### config.mk
export PLATFORM = sky130hd
export DESIGN_NAME = mux_rr_arbiter
export DESIGN_NICKNAME = d
export VERILOG_FILES = /design/src/rtl/mux_arb_pkg.sv /design/src/rtl/mux_rr_arbiter_mux4_w.sv /design/src/rtl/mux_rr_arbiter.sv
export SDC_FILE = /design/constraint.sdc
export NUM_CORES = 1
export LEC_CHECK = 0
export ABC_AREA = 1
export CAP_MARGIN = 20
export CORE_ASPECT_RATIO = 1.1
export CORE_UTILIZATION = 37
export DETAILED_ROUTE_END_ITERATION = 6
export GPL_TIMING_DRIVEN = 0
export PLACE_DENSITY = 0.55
export SYNTH_ARGS = -nofsm -noshare
export SYNTH_HDL_FRONTEND = slang
export SYNTH_HIERARCHICAL = 1
export SYNTH_SLANG_ARGS = --single-unit
### constraint.sdc
create_clock -name clk -period 2 [get_ports clk]
set_input_delay 0.2 -clock clk [delete_from_list [all_inputs] [get_ports clk]]
set_output_delay 0.2 -clock clk [all_outputs]
set_load 0.03 [all_outputs]
### src/rtl/mux_arb_pkg.sv
// mux_arb_pkg: shared constants, FSM state type and the round-robin pick
// helper for the mux_rr_arbiter block.
package mux_arb_pkg;

  localparam int NUM_REQ = 4;
  localparam int SEL_W   = 2;
  localparam int HOLD_W  = 8;
  localparam int CNT_W   = 16;

  typedef enum logic {
    ST_IDLE  = 1'b0,
    ST_GRANT = 1'b1
  } arb_state_e;

  // Round-robin search starting after the last owner: ptr+1, ptr+2, ptr+3,
  // then ptr itself. Returns ptr+1 when nothing is requesting (callers only
  // use the result when at least one request bit is set).
  function automatic logic [SEL_W-1:0] rr_pick(input logic [NUM_REQ-1:0] req,
                                               input logic [SEL_W-1:0]   ptr);
    logic [SEL_W-1:0] idx;
    logic [SEL_W-1:0] sel;
    logic             found;
    sel   = ptr + 2'd1;
    found = 1'b0;
    for (int k = 1; k <= NUM_REQ; k++) begin
      idx = ptr + SEL_W'(k);
      if (!found && req[idx]) begin
        sel   = idx;
        found = 1'b1;
      end
    end
    return sel;
  endfunction

endpackage

### src/rtl/mux_rr_arbiter_mux4_w.sv
// mux4_w: WIDTH-bit combinational 4:1 multiplexer.
// Ports:
//   d  input  4*WIDTH  packed data inputs, input i at d[i*WIDTH +: WIDTH]
//   s  input  2        select
//   f  output WIDTH    selected input
module mux4_w #(
  parameter int WIDTH = 1
) (
  input  logic [4*WIDTH-1:0] d,
  input  logic [1:0]         s,
  output logic [WIDTH-1:0]   f
);

  always_comb begin
    f = d[0 +: WIDTH];
    case (s)
      2'd0: f = d[0*WIDTH +: WIDTH];
      2'd1: f = d[1*WIDTH +: WIDTH];
      2'd2: f = d[2*WIDTH +: WIDTH];
      2'd3: f = d[3*WIDTH +: WIDTH];
      default: f = d[0 +: WIDTH];
    endcase
  end

endmodule

### src/rtl/mux_rr_arbiter.sv
// mux_rr_arbiter: round-robin arbiter sharing one WIDTH-bit 4:1 mux between
// four requesters, with a valid/ready handshake toward one consumer. An owner
// keeps the grant for at most MAX_HOLD accepted beats while others wait.
//
// Optional feature: define MUX_ARB_CNT_EN to add the beat_cnt port, four
// 16-bit saturating per-requester accepted-beat counters.
//
// Ports:
//   clk       input   1        clock
//   rst_n     input   1        asynchronous active-low reset
//   req       input   4        per-requester request (level)
//   d         input   4*WIDTH  mux data, requester i at d[i*WIDTH +: WIDTH]
//   ready     input   1        downstream accepts f this cycle
//   gnt       output  4        registered one-hot grant, zero when idle
//   s         output  2        registered mux select
//   f         output  WIDTH    selected data (combinational from s, d)
//   valid     output  1        owner is granted and still requesting
//   beat_cnt  output  64       accepted-beat counters (MUX_ARB_CNT_EN only)
//
// state    | meaning
// ---------+---------------------------------------------------------
// ST_IDLE  | no owner, gnt=0; waits for any request
// ST_GRANT | requester s owns the mux; counts accepted beats in hold
module mux_rr_arbiter
  import mux_arb_pkg::*;
#(
  parameter int WIDTH    = 1,
  parameter int MAX_HOLD = 4
) (
  input  logic                      clk,
  input  logic                      rst_n,
  input  logic [NUM_REQ-1:0]        req,
  input  logic [NUM_REQ*WIDTH-1:0]  d,
  input  logic                      ready,
  output logic [NUM_REQ-1:0]        gnt,
  output logic [SEL_W-1:0]          s,
  output logic [WIDTH-1:0]          f,
  output logic                      valid
`ifdef MUX_ARB_CNT_EN
  ,
  output logic [NUM_REQ*CNT_W-1:0]  beat_cnt
`endif
);

  localparam logic [HOLD_W:0] MAX_HOLD_C = (HOLD_W+1)'(MAX_HOLD);

  arb_state_e          state_q, state_d;
  logic [NUM_REQ-1:0]  gnt_q, gnt_d;
  logic [SEL_W-1:0]    s_q, s_d;
  logic [SEL_W-1:0]    ptr_q, ptr_d;
  logic [HOLD_W-1:0]   hold_q, hold_d;

  logic [SEL_W-1:0]    pick;
  logic [NUM_REQ-1:0]  others;
  logic                accept;
  logic [HOLD_W:0]     hold_inc;
  logic                at_limit;

  assign valid  = (state_q == ST_GRANT) & req[s_q];
  assign accept = valid & ready;
  // In ST_GRANT ptr_q equals s_q, so the pick visits every other requester
  // before coming back to the current owner.
  assign pick     = rr_pick(req, ptr_q);
  assign others   = req & ~gnt_q;
  assign hold_inc = {1'b0, hold_q} + 1'b1;
  assign at_limit = accept & (hold_inc == MAX_HOLD_C);

  always_comb begin
    state_d = state_q;
    gnt_d   = gnt_q;
    s_d     = s_q;
    ptr_d   = ptr_q;
    hold_d  = hold_q;
    case (state_q)
      ST_IDLE: begin
        if (|req) begin
          state_d = ST_GRANT;
          gnt_d   = 4'b0001 << pick;
          s_d     = pick;
          ptr_d   = pick;
          hold_d  = '0;
        end
      end
      ST_GRANT: begin
        if (!req[s_q] || (at_limit && |others)) begin
          hold_d = '0;
          if (|others) begin
            gnt_d = 4'b0001 << pick;
            s_d   = pick;
            ptr_d = pick;
          end else begin
            state_d = ST_IDLE;
            gnt_d   = '0;
          end
        end else if (at_limit) begin
          // Limit reached with nobody waiting: owner keeps the grant.
          hold_d = '0;
        end else if (accept) begin
          hold_d = hold_q + 1'b1;
        end
      end
      default: begin
        state_d = ST_IDLE;
        gnt_d   = '0;
      end
    endcase
  end

  always_ff @(posedge clk or negedge rst_n) begin
    if (!rst_n) begin
      state_q <= ST_IDLE;
      gnt_q   <= '0;
      s_q     <= '0;
      ptr_q   <= 2'd3;
      hold_q  <= '0;
    end else begin
      state_q <= state_d;
      gnt_q   <= gnt_d;
      s_q     <= s_d;
      ptr_q   <= ptr_d;
      hold_q  <= hold_d;
    end
  end

  assign gnt = gnt_q;
  assign s   = s_q;

  mux4_w #(.WIDTH(WIDTH)) u_mux (
    .d (d),
    .s (s_q),
    .f (f)
  );

`ifdef MUX_ARB_CNT_EN
  logic [CNT_W-1:0] cnt_q [NUM_REQ];
  logic [CNT_W-1:0] cnt_d [NUM_REQ];

  always_comb begin
    for (int i = 0; i < NUM_REQ; i++) begin
      cnt_d[i] = cnt_q[i];
      if (accept && (s_q == SEL_W'(i)) && (cnt_q[i] != '1)) begin
        cnt_d[i] = cnt_q[i] + 1'b1;
      end
    end
  end

  always_ff @(posedge clk or negedge rst_n) begin
    if (!rst_n) begin
      for (int i = 0; i < NUM_REQ; i++) cnt_q[i] <= '0;
    end else begin
      for (int i = 0; i < NUM_REQ; i++) cnt_q[i] <= cnt_d[i];
    end
  end

  always_comb begin
    beat_cnt = '0;
    for (int i = 0; i < NUM_REQ; i++) beat_cnt[i*CNT_W +: CNT_W] = cnt_q[i];
  end
`endif

endmodule

After elaboration in Yosys (flattened, before gate mapping)
Index checks and enable logic that the tools add are counted.
- add/subtract/negate cells: 5
- $lt $le $gt $ge: 5
- equal/unequal tests: 8
- shift operators: 1
- muxes and demuxes: 34
- bitwise operators: 6
- reduce and logical (&&, ||, !) cells: 15
- operators by type and width (cell ; number):
    8-bit 2-to-1 mux ; 4
    8-bit one-hot mux with 2 select lines ; 1
    2-bit by 3-bit less-than comparator with 1-bit output, second input constant ; 5
    2-bit 2-to-1 mux ; 6
    4-bit 2-to-1 mux ; 3
    1-bit 2-to-1 mux ; 11
    1-bit binary-select mux with 2-bit select ; 5
    8-bit by 1-bit adder with 9-bit output, second input constant ; 1
    9-bit by 3-bit == test with 1-bit output, second input constant ; 1
    8-bit by 1-bit adder with 8-bit output, second input constant ; 1
    4-bit one-hot mux with 2 select lines ; 1
    4-bit OR reduction ; 2
    2-bit adder, second input constant ; 2
    4-bit bitwise AND ; 1
    2-bit == test, second input constant ; 2
    1-bit logical AND ; 4
    1-bit zero test ; 4
    2-bit by 1-bit != test with 1-bit output, second input constant ; 2
    4-bit by 1-bit != test with 1-bit output, second input constant ; 1
    4-bit NOT ; 1
    1-bit one-hot mux with 4 select lines ; 1
    2-bit one-hot mux with 2 select lines ; 1
    2-bit AND reduction ; 2
    1-bit by 2-bit << shifter with 4-bit output, first input constant ; 1
    9 further kinds ; 11
- flip-flop bits (word level): 17
- bits of input ports: 11

Depth between registers and ports, before layout
- word-level depth: 17
- depth in mapped cells: 15
- depth with buffers taken out: 14

Cells and area by module
The synthesis kept the hierarchy.
- modules (own cells, without submodules) (module ; times used ; cells each ; area each (µm²) ; sequential area each (µm²)):
    mux_rr_arbiter ; 1 ; 192 ; 1222.4 ; 427.9
    mux4_w ; 1 ; 13 ; 51.3 ; 0.0

Least setup slack after synthesis
Ideal clock, no wire load.
- path type: flip-flop to flip-flop
- start: register s_q[0] (netlist: s[0])
- end: register hold_q[1]
- library setup time: 0.083 ns
- arrival: 1.707 ns
- required time: 1.917 ns
- path slack: 0.210 ns
- cell stages (with the launch flop): 10
- buffers on the path: 0
- cell sequence: dfrtp_1 -> inv_1 -> nand2_1 -> nand3_1 -> nand2_1 -> nand2_1 -> inv_1 -> nand2_1 -> a31o_2 -> o21ai_0
- word-level cells in the longest chain between the ends: 9
- ends and longest elaborated chain (element ; RTL line ; source):
    from (decl) ; mux_rr_arbiter.sv:49 ; logic [SEL_W-1:0] s_q, s_d;
    from (signal assigned) ; mux_rr_arbiter.sv:113 ; s_q <= '0;
    from (signal assigned) ; mux_rr_arbiter.sv:119 ; s_q <= s_d;
    1-bit binary-select mux with 2-bit select (*) ; mux_rr_arbiter.sv:59 ; assign valid = (state_q == ST_GRANT) & req[s_q];
    1-bit 2-to-1 mux (not written as such) (*) ; mux_rr_arbiter.sv:59 ;
    1-bit bitwise AND (*) ; mux_rr_arbiter.sv:59 ;
    named net valid ; mux_rr_arbiter.sv:38 ; output logic valid
    1-bit bitwise AND (*) ; mux_rr_arbiter.sv:60 ; assign accept = valid & ready;
    1-bit bitwise AND ; mux_rr_arbiter.sv:66 ; assign at_limit = accept & (hold_inc == MAX_HOLD_C);
    1-bit logical AND ; mux_rr_arbiter.sv:85 ; if (!req[s_q] || (at_limit && |others)) begin
    1-bit logical OR ; mux_rr_arbiter.sv:85 ;
    4-bit by 1-bit != test with 1-bit output (no line) or 8-bit 2-to-1 mux (tied branches) ; n/a ;
    2-bit AND reduction (no line) or 8-bit one-hot mux with 2 select lines (tied branches) ; n/a ;
    to (signal assigned) ; mux_rr_arbiter.sv:121 ; hold_q <= hold_d;
    to (decl) ; mux_rr_arbiter.sv:51 ; logic [HOLD_W-1:0] hold_q, hold_d;
Mark *: on every way through the listed nets, which the timed path passes. The rest lies on a longest branch. The select of a mux whose other input is x is not followed.
A chain may end at the register's enable or synchronous reset.

Worst setup path after layout
- start: register s_q[0] (netlist: s[0])
- end: output f
- word-level cells in the longest chain between the ends: 2
- ends and longest elaborated chain (element ; RTL line ; source):
    2-bit == test, or another cell as far along ; mux_rr_arbiter_mux4_w.sv:16 ; case (s)
    1-bit one-hot mux with 4 select lines (*) ; mux_rr_arbiter_mux4_w.sv:16 ;
    to (decl) ; mux_rr_arbiter.sv:37 ; output logic [WIDTH-1:0] f,
Mark *: on every way between the ends. The rest lies on a longest branch, timed or not.

==> impl_metrics.tcl <==
set metrics [dict create \
    cp.buffers_inverters 2 \
    finalSetupViolations 0 \
    startpoint_type "register" \
    cts_tree "built" \
    critical_path.top_delay_family "buffers and inverters" \
    p_per_area_nw_per_um2 1440 \
    power_switching_mw 1.14 \
    syn_to_final_growth_pct 19.7 \
    power.internal_mw 1.05 \
    reg2reg_to "gnt[0]" \
    nFillCells 328 \
    max-slew-margin-rel_pct 47.1 \
    holdBufCountCts 0 \
    synth_cells 205 \
    dpl_cell_area_sq_um 1500 \
    die_h_um 63.5 \
    synth_edf_count 0 \
    fp.coreArea_sq_um 3150 \
    worstReg2RegStart "hold_q[0]" \
    ys.warnings.count 6 \
    die_w_um 57.9 \
    die_area_sq_um 3680 \
    total_power_mw 2.19 \
    clk_pin_slew_ns 0.10 \
    antenna_left 0 \
    cts.path.max_buffers 2 \
    cpPeakStageDelay_ns 0.67 \
    cts.sinks 17 \
    initial_core_util_pct 40.4 \
    ir_worst_vdd_mv 0.535 \
    vias_per_cell 4.93 \
    worstPathRequired_ns 1.80 \
    synth.avg_cell_area_sq_um 6.21 \
    synth_nets 218 \
    synthDominantCellAreaShare_pct 29.5 \
    hold_path.class "in2async" \
    r2r_slack_ns 0.21 \
    status "finished, violations left" \
    synth_top_family_by_area "simple AND/OR/NAND/NOR gates" \
    h-tree-depth 1 \
    clkLatencyLatePin_ns 0.28 \
    antenna_cells 0 \
    max_freq_ghz 0.543 \
    numCtsBuffers 3 \
    antenna_found_initial 0 \
    p_clk_share_pct 8.2 \
    synthXorXnorAreaFrac_pct 1.38 \
    grt_pass1_wl_mm 5.20 \
    end_kind "primary output" \
    violations "DRC" \
    ys.flop_type "dfrtp_1" \
    pwr-share-comb_pct 66.5 \
    synthesis.area_sq_um 1270 \
    fin_crit_sh_pct 92.2 \
    hold_viol 0 \
    synth_top_area_cell "dfrtp_1" \
    synth_mux_area_share_pct 0 \
    tns_ns 0 \
    fin_crit_ns 1.84 \
    synthTopCellsByArea "dfrtp_1 29%, nand2_1 25%, inv_1 9.1%" \
    synthDistinctLibCells 20 \
    synthAdderAreaFrac_pct 1.96 \
    grt_usage_pct 17.8 \
    drtIter0Drc 62 \
    grt_pass1_vias 1282 \
    p_seq_share_pct 25.4 \
    via_count 1286 \
    critPathSlowestCell "clkdlybuf4s50_1" \
    power.share.switching_pct 52.2 \
    port_buffers 18 \
    rsz0062_at_grt "false" \
    final_net_count 241 \
    drv_cap 0 \
    remaining_drc_errors 1 \
    place_congestion 0.803 \
    overflow 0 \
    ys_seq_area_share_pct 33.6 \
    drive_above_1_share_pct 9.69 \
    clock-skew-final_ns 0.00293 \
    worstPathMaxFanout 8 \
    cp_common_cell "nand2_1" \
    rows 21 \
    cts-root-buf "clkbuf_4" \
    p_leak_nw 0.813 \
    routed_wl_mm 2.94 \
    dp_hpwl_mm 2.31 \
    r2r_cells 12 \
    synth_async_sr_flop_share_pct 100 \
    cts_resized 3 \
    critPathArrivalTime_ns 1.64 \
    grt_max_degree 18 \
    final_area_sq_um 1530 \
    yosys_register_bits 17 \
    drv_slew 0 \
    worst_pin_slew_ns 0.791 \
    synth_compound_area_share_pct 8.64 \
    wire_per_inst_um 11.3 \
    path_class "reg2out" \
    ios 19 \
    dr.pass1.iters 6 \
    cts_setup_buffers 0 \
    yosys.area_share.simple_pct 42.0 \
    path_cells "inv_1, nand2_1, nand3_1, nand2_1, clkdlybuf4s50_1" \
]
[power by group through the flow]
stage	logic, mW	clock network (mW)	registers [mW]
2_1_floorplan	0.992	0	0.634
3_3_place_gp	1.45	0	0.561
3_5_place_dp	1.47	0	0.563
4_1_cts	1.46	0.197	0.558
5_1_grt	1.65	0.207	0.574
6_report	1.46	0.179	0.556
[cells by family after synthesis]
| group | count (synthesis) |
|---|---|
| and+or+nand+nor | 127 |
| AOI/OAI and AO/OA | 19 |
| adders and majority gates | 2 |
| xor gates and xnor gates | 2 |
| buffers and inverters | 38 |
| DFF | 17 |
[metrics by stage]
| stage | std cells | utilization (%) | setup WS [ns] | hold slack [ns] |
|---|---|---|---|---|
| after floorplan | 205 | - | 0.210 | -0.0956 |
| after global placement | 257 | 47.5 | -0.193 | 0.509 |
| after detailed placement | 257 | 47.5 | -0.187 | 0.507 |
| after CTS | 261 | 48.3 | 0.0401 | 0.392 |
| after global routing | 261 | 48.4 | 0.00567 | 0.429 |
| final | 261 | 48.4 | 0.157 | 0.372 |
[how the worst max path moves through the flow]
stage	end	from	depth (start not counted)	slack, ns
finish	f	s[0]	5	0.16
global route	gnt[3]	hold_q[0]	12	0.006
CTS	f	s[0]	5	0.04
detailed placement	valid	req[2]	8	-0.19
global placement	valid	req[3]	8	-0.19
floorplan	hold_q[1]	s[0]	9	0.21
[layout make-up]
class	count	area (sq um)	share of cell area, %
Timing Repair Buffer	18	181	11.9
Multi-Input combinational cell	150	688	45.1
Clock buffer	4	26.3	1.72
Tap cell	34	42.5	2.79
Buffer	2	22.5	1.48
Sequential cell	17	429	28.1
Inverter	36	135	8.86
[cell usage after synthesis (3+ instances only)]
cell type  number
dfrtp_1        15
inv_1          31
inv_2           4
nand2_1        84
nand2_2         5
nand3_1        20
nand4_1         5
nor2_1         11
o21ai_0         8
o21ai_1         3
o22ai_1         6
[sequential cells by signal, summed over array words and instances, names as in the netlist]
| register | count |
|---|---|
| ptr_q | 2 |
| state_q | 1 |
| gnt | 4 |
| hold_q | 8 |
| s | 2 |
[cells in the final DEF (no fill, tap or decap)]
| cell type | n |
|---|---|
| a31o_2 | 1 |
| ha_1 | 2 |
| o22ai_1 | 6 |
| clkinv_1 | 1 |
| a21oi_2 | 1 |
| clkbuf_4 | 3 |
| clkbuf_1 | 1 |
| xor2_1 | 2 |
| nand2_2 | 5 |
| clkdlybuf4s50_1 | 17 |
| dfstp_2 | 2 |
| inv_1 | 31 |
| dfrtp_1 | 14 |
| o21ai_0 | 8 |
| nand4_1 | 5 |
| nand3_2 | 1 |
| o21ai_1 | 3 |
| nor2_1 | 11 |
| dfrtp_2 | 1 |
| nand2_1 | 84 |
| nand3_1 | 20 |
| clkdlybuf4s15_2 | 1 |
| nor2_2 | 1 |
| buf_6 | 2 |
| inv_2 | 4 |
[routing by layer]
| metal | vias up | track usage, % | wire, um |
|---|---|---|---|
| li1 | 682 | - | - |
| met1 | 579 | 20.2 | 1310 |
| met2 | 19 | 33.0 | 1490 |
| met3 | 6 | 1.64 | 78 |
| met4 | 0 | 7.44 | 64 |
| met5 | - | 0 | 0 |
(Power assumes the default switching activity.)
